### config.mk
export PLATFORM = sky130hd
export DESIGN_NAME = ps2_rx
export DESIGN_NICKNAME = d
export VERILOG_FILES = /design/src/rtl/ps2_rx.sv
export SDC_FILE = /design/constraint.sdc
export NUM_CORES = 1
export LEC_CHECK = 0
export CORE_UTILIZATION = 61
export DETAILED_ROUTE_END_ITERATION = 12
export DONT_BUFFER_PORTS = 1
export PLACE_DENSITY_LB_ADDON = 0.2
export SYNTH_ARGS = -nofsm -noshare
export SYNTH_HDL_FRONTEND = slang
export SYNTH_SLANG_ARGS = --single-unit
### constraint.sdc
create_clock -name clk -period 4.6 [get_ports clk]
set_clock_uncertainty 0.1 [all_clocks]
set_input_delay 0.92 -clock clk [delete_from_list [all_inputs] [get_ports clk]]
set_output_delay 0.92 -clock clk [all_outputs]
set_load 0.02 [all_outputs]
### src/rtl/ps2_rx.sv
// ps2_rx: PS/2 device-to-host receiver with glitch filter, framing/parity check and FWFT FIFO; frame-abort timeout built only with PS2_RX_TIMEOUT_EN.
module ps2_rx #(
  parameter int CLK_FREQ   = 40_000_000,
  parameter int FILTER_LEN = 8,
  parameter int FIFO_DEPTH = 8,
  parameter int TIMEOUT_US = 200
) (
  input  logic       clk,
  input  logic       rst,
  input  logic       ps2_clk,
  input  logic       ps2_data,
  output logic [7:0] rx_data,
  output logic       rx_valid,
  input  logic       rx_ready,
  output logic       parity_err,
  output logic       frame_err,
  output logic       overflow,
  output logic       busy
);
  localparam int FW = $clog2(FILTER_LEN + 1);
  localparam int AW = $clog2(FIFO_DEPTH);
  localparam int CW = $clog2(FIFO_DEPTH + 1);
  typedef enum logic [1:0] {IDLE, DATA, PARITY, STOP} state_t;
  logic [1:0] clk_s_q, data_s_q;
  logic clk_f_q, clk_f_d, data_f_q, data_f_d, clk_p_q;
  logic [FW-1:0] clk_c_q, clk_c_d, data_c_q, data_c_d;
  state_t st_q, st_d;
  logic [2:0] bit_q, bit_d;
  logic [7:0] sh_q, sh_d;
  logic par_q, par_d;
  logic push, perr_d, ferr_d, perr_q, ferr_q, ovf_q;
  logic [7:0] mem_q [FIFO_DEPTH];
  logic [AW-1:0] wr_q, rd_q;
  logic [CW-1:0] cnt_q, cnt_d;
  logic fall, pop, full, wr_en, tmo;
  // a filtered line only follows the synchroniser after FILTER_LEN consecutive disagreeing samples
  always_comb begin
    clk_c_d  = (clk_s_q[1] == clk_f_q || clk_c_q == FW'(FILTER_LEN - 1)) ? '0 : clk_c_q + 1'b1;
    clk_f_d  = (clk_s_q[1] != clk_f_q && clk_c_q == FW'(FILTER_LEN - 1)) ? clk_s_q[1] : clk_f_q;
    data_c_d = (data_s_q[1] == data_f_q || data_c_q == FW'(FILTER_LEN - 1)) ? '0 : data_c_q + 1'b1;
    data_f_d = (data_s_q[1] != data_f_q && data_c_q == FW'(FILTER_LEN - 1)) ? data_s_q[1] : data_f_q;
  end
  assign fall = clk_p_q & ~clk_f_q;
`ifdef PS2_RX_TIMEOUT_EN
  localparam longint LIMIT = longint'(TIMEOUT_US) * longint'(CLK_FREQ) / 64'd1_000_000;
  localparam int TW = $clog2(LIMIT + 1);
  logic [TW-1:0] tmo_q;
  assign tmo = tmo_q == TW'(LIMIT - 1);
  always_ff @(posedge clk or posedge rst)
    if (rst) tmo_q <= '0;
    else     tmo_q <= (st_q == IDLE || fall || tmo) ? '0 : tmo_q + 1'b1;
`else
  assign tmo = 1'b0;
`endif
  always_comb begin
    st_d   = st_q;
    bit_d  = bit_q;
    sh_d   = sh_q;
    par_d  = par_q;
    push   = 1'b0;
    perr_d = 1'b0;
    ferr_d = 1'b0;
    if (tmo) begin
      st_d   = IDLE;
      ferr_d = 1'b1;
    end else if (fall) begin
      case (st_q)
        IDLE: begin
          st_d  = data_f_q ? IDLE : DATA;
          bit_d = '0;
        end
        DATA: begin
          sh_d  = {data_f_q, sh_q[7:1]};
          bit_d = bit_q + 1'b1;
          st_d  = (bit_q == 3'd7) ? PARITY : DATA;
        end
        PARITY: begin
          par_d = data_f_q;
          st_d  = STOP;
        end
        default: begin
          st_d   = IDLE;
          push   = data_f_q & ^{sh_q, par_q};
          perr_d = data_f_q & ~^{sh_q, par_q};
          ferr_d = ~data_f_q;
        end
      endcase
    end
  end
  assign rx_valid = cnt_q != '0;
  assign rx_data  = rx_valid ? mem_q[rd_q] : '0;
  assign pop      = rx_valid & rx_ready;
  assign full     = cnt_q == CW'(FIFO_DEPTH);
  assign wr_en    = push & (~full | pop);
  assign cnt_d    = cnt_q + CW'(wr_en) - CW'(pop);
  assign busy       = st_q != IDLE;
  assign parity_err = perr_q;
  assign frame_err  = ferr_q;
  assign overflow   = ovf_q;
  always_ff @(posedge clk or posedge rst)
    if (rst) begin
      clk_s_q  <= 2'b11;
      data_s_q <= 2'b11;
      clk_f_q  <= 1'b1;
      data_f_q <= 1'b1;
      clk_p_q  <= 1'b1;
      clk_c_q  <= '0;
      data_c_q <= '0;
      st_q     <= IDLE;
      bit_q    <= '0;
      sh_q     <= '0;
      par_q    <= 1'b0;
      perr_q   <= 1'b0;
      ferr_q   <= 1'b0;
      ovf_q    <= 1'b0;
      wr_q     <= '0;
      rd_q     <= '0;
      cnt_q    <= '0;
    end else begin
      clk_s_q  <= {clk_s_q[0], ps2_clk};
      data_s_q <= {data_s_q[0], ps2_data};
      clk_f_q  <= clk_f_d;
      data_f_q <= data_f_d;
      clk_p_q  <= clk_f_q;
      clk_c_q  <= clk_c_d;
      data_c_q <= data_c_d;
      st_q     <= st_d;
      bit_q    <= bit_d;
      sh_q     <= sh_d;
      par_q    <= par_d;
      perr_q   <= perr_d;
      ferr_q   <= ferr_d;
      ovf_q    <= push & full & ~pop;
      wr_q     <= wr_en ? wr_q + 1'b1 : wr_q;
      rd_q     <= pop ? rd_q + 1'b1 : rd_q;
      cnt_q    <= cnt_d;
    end
  always_ff @(posedge clk)
    if (wr_en) mem_q[wr_q] <= sh_q;
endmodule

==> flow_metrics.env <==
export IMPL_status="complete, no violations"
export IMPL_synth_edf_count=64
export IMPL_worstSetupEndpointType="flip-flop"
export IMPL_fillers=495
export IMPL_routedWlPerCell_um=17.8
export IMPL_tightest_slew_ps=1160
export IMPL_synth_fa_ha_area_frac=0.0356
export IMPL_synth_compound_area_frac=0.0169
export IMPL_ys_warn_count=0
export IMPL_rows=30
export IMPL_layout_nets=291
export IMPL_fin_setup_tns_ps=0
export IMPL_rsz0062_at_grt="no"
export IMPL_grt_usage=0.200
export IMPL_seq_power_share=0.562
export IMPL_start_kind="flip-flop"
export IMPL_die_width_um=87.2
export IMPL_viasPerCell=5.63
export IMPL_clock_sinks=106
export IMPL_coreArea_um2=6910
export IMPL_htreeDepth=3
export IMPL_drt_iter0_drc=104
export IMPL_path_clk_slew_ps=90
export IMPL_ys_seq_area_frac=0.673
export IMPL_cts_hold_fix_buffers=0
export IMPL_cts_buffers_inserted=9
export IMPL_cts_tree="done"
export IMPL_synthSimpleGateAreaFrac=0.0723
export IMPL_synth_area_leader_cell="edfxtp_1"
export IMPL_grt_max_degree=43
export IMPL_worstSkewPairLatency_ps=360
export IMPL_synth_top_family_by_area="multiplexers"
export IMPL_chipHeight_um=87.2
export IMPL_place_gp_congestion=0.728
export IMPL_required_ps=4480
export IMPL_synth_nets=288
export IMPL_leakagePower_nw=1.81
export IMPL_finalPower_w=0.00219
export IMPL_max_cap_violations=0
export IMPL_synth_cell_type_count=39
export IMPL_cp_startpoint="sh_q[3]"
export IMPL_synth_cells=271
export IMPL_finalCritPeriodShare=0.670
export IMPL_p_sw_frac=0.300
export IMPL_grt_overflow=0
export IMPL_setup_viol=0
export IMPL_combPwrFrac=0.212
export IMPL_place_hpwl_um=4390
export IMPL_rrSetupSlack_ps=1520
export IMPL_async_flop_share=0.396
export IMPL_synth_most_common_cell="edfxtp_1"
export IMPL_path_class="reg2reg"
export IMPL_p_int_w=0.00154
export IMPL_power_switching_w=0.000659
export IMPL_post_cts_setup_buffer_count=0
export IMPL_relSlewSlack=0.222
export IMPL_initial_core_util=0.642
export IMPL_ys_ff_latch=106
export IMPL_antenna_found_initial=0
export IMPL_drive_gt1_frac=0.201
export IMPL_cpMaxStageDelayCell="nor3_1"
export IMPL_syn_cell_area_um2=4430
export IMPL_synth_top_cells_by_count="edfxtp_1, dfrtp_1, nor2_1"
export IMPL_dr_total_vias=2112
export IMPL_diodes=0
export IMPL_critPathArrivalTime_ps=2960
export IMPL_drtPass1Iterations=4
export IMPL_critical_path_max_stage_delay_ps=890
export IMPL_whs_ps=260
export IMPL_ant_nets=0
export IMPL_hp_class="reg2reg"
export IMPL_final_cell_area_um2=4690
export IMPL_portBuffers=0
export IMPL_hold_violations=0
export IMPL_worstReg2RegEnd="mem_q[2][5]"
export IMPL_final_util=0.680
export IMPL_yosys_top_cells_area="edfxtp_1, dfrtp_1, mux4_2, dfstp_2, ha_1"
export IMPL_reg2reg_depth=5
export IMPL_die_area_um2=7610
export IMPL_clock_fmax_mhz=324
export IMPL_cts_root_buffer="clkbuf_8"
export IMPL_r2r_start="sh_q[3]"
export IMPL_powerDensity_nw_per_um2=467
export IMPL_syn2layout_area_growth_pct=5.90
export IMPL_synth_avg_cell_area_um2=16.4
export IMPL_endpoint="mem_q[2][5]"
export IMPL_grt_pass1_wl_um=10700
export IMPL_critPathMaxFanout=11
export IMPL_period_needed_ps=3080
export IMPL_yosys_area_share_xor_xnor=0.0471
export IMPL_ys_flop_type="edfxtp_1"
export IMPL_synth_mux_area_frac=0.137
export IMPL_grt_pass1_vias=2130
export IMPL_clockBufferDepth=2
export IMPL_p_clk_frac=0.226
export IMPL_synth_top_area_frac=0.434
export IMPL_ios=18
export IMPL_finalWirelength_um=6690
export IMPL_crit_chain="xor2_1 -> xnor3_1 -> mux2i_4 -> nand2_2 -> nor3_1"
export IMPL_vdd_drop_max_mv=0.303
export IMPL_report_final_slew_viol_count=0
export IMPL_drcViolationCount=0
export IMPL_place_area_um2=4530
export IMPL_cts_resized_gates=0
## layout by cell type (no fill, tap or decap), types with 2 or more instances in the layout
cell,instances
inv_1,9
buf_4,2
xnor2_1,11
mux2i_1,8
xor2_1,5
nand3_1,5
nand3b_1,3
nand2b_1,7
clkinvlp_4,2
dfrtp_1,35
nor2b_1,4
clkbuf_8,9
nand2_1,10
mux4_2,16
mux2_2,12
xnor3_1,2
nor2_1,25
ha_1,11
o21ai_0,6
clkinv_1,2
inv_6,2
dfstp_2,7
and2_1,2
edfxtp_1,64
o2111ai_1,2
## worst min-delay path by stage
stage | from | end | cells past startpoint
detailed placement | data_s_q[0] | data_s_q[1] | 0
global placement | data_s_q[0] | data_s_q[1] | 0
CTS | data_s_q[0] | data_s_q[1] | 0
floorplan | clk_s_q[0] | clk_s_q[1] | 0
finish | data_s_q[0] | data_s_q[1] | 0
global route | clk_s_q[0] | clk_s_q[1] | 0
## through the flow
step / instances / worst slack [ps]
after global routing: 375 / 1320
after floorplan: 271 / 1880
final: 375 / 1520
after global placement: 359 / 1560
after CTS: 375 / 1450
after detailed placement: 359 / 1440
## per-layer routing
metal  GRT usage  part of all wire
met3      0.0474             0.037
met5           0                 0
met2       0.331              0.52
met1       0.252              0.43
met4      0.0924             0.015
## cells by family after synthesis
family / after synthesis
AO/OA/AOI/OAI: 12
buffers and inverters: 20
XOR/XNOR: 19
adder cells (fa/ha/maj): 12
AND/OR/NAND/NOR: 64
flip-flops: 106
multiplexers: 38
## power groups by stage
| stage | Sequential, W | Clock (W) | Combinational, W |
|---|---|---|---|
| floorplan | 0.00117 | 0 | 0.000466 |
| global placement | 0.00125 | 0 | 0.000462 |
| detailed placement | 0.00126 | 0 | 0.000472 |
| CTS | 0.00124 | 0.000507 | 0.000474 |
| global route | 0.00125 | 0.000545 | 0.000529 |
| finish | 0.00123 | 0.000495 | 0.000465 |
## critical path, delay by kind of cell (launching register included)
kind / cells / cell delay (ps)
multiplexers: 1 / 360
flip-flops: 1 / 510
AND/OR/NAND/NOR: 2 / 1010
XOR/XNOR: 2 / 720
## registers in the layout (all words and copies together), names as in the netlist, 3 cells and up
| register | count |
|---|---|
| mem_q | 64 |
| sh_q | 8 |
| clk_c_q | 4 |
| cnt_q | 4 |
| data_c_q | 4 |
| bit_q | 3 |
| rd_q | 3 |
| wr_q | 3 |
## layout make-up
cell class | count | area [µm²] | area share
clock inverters | 6 | 41.3 | 0.00880
well taps | 96 | 120 | 0.0256
repair buffers | 2 | 15.0 | 0.00320
multi-input cells | 145 | 1370 | 0.292
clock buffers | 10 | 128 | 0.0272
inverters | 10 | 37.5 | 0.00800
flip-flops and latches | 106 | 2980 | 0.635
Power figures use the tool's default switching activity.
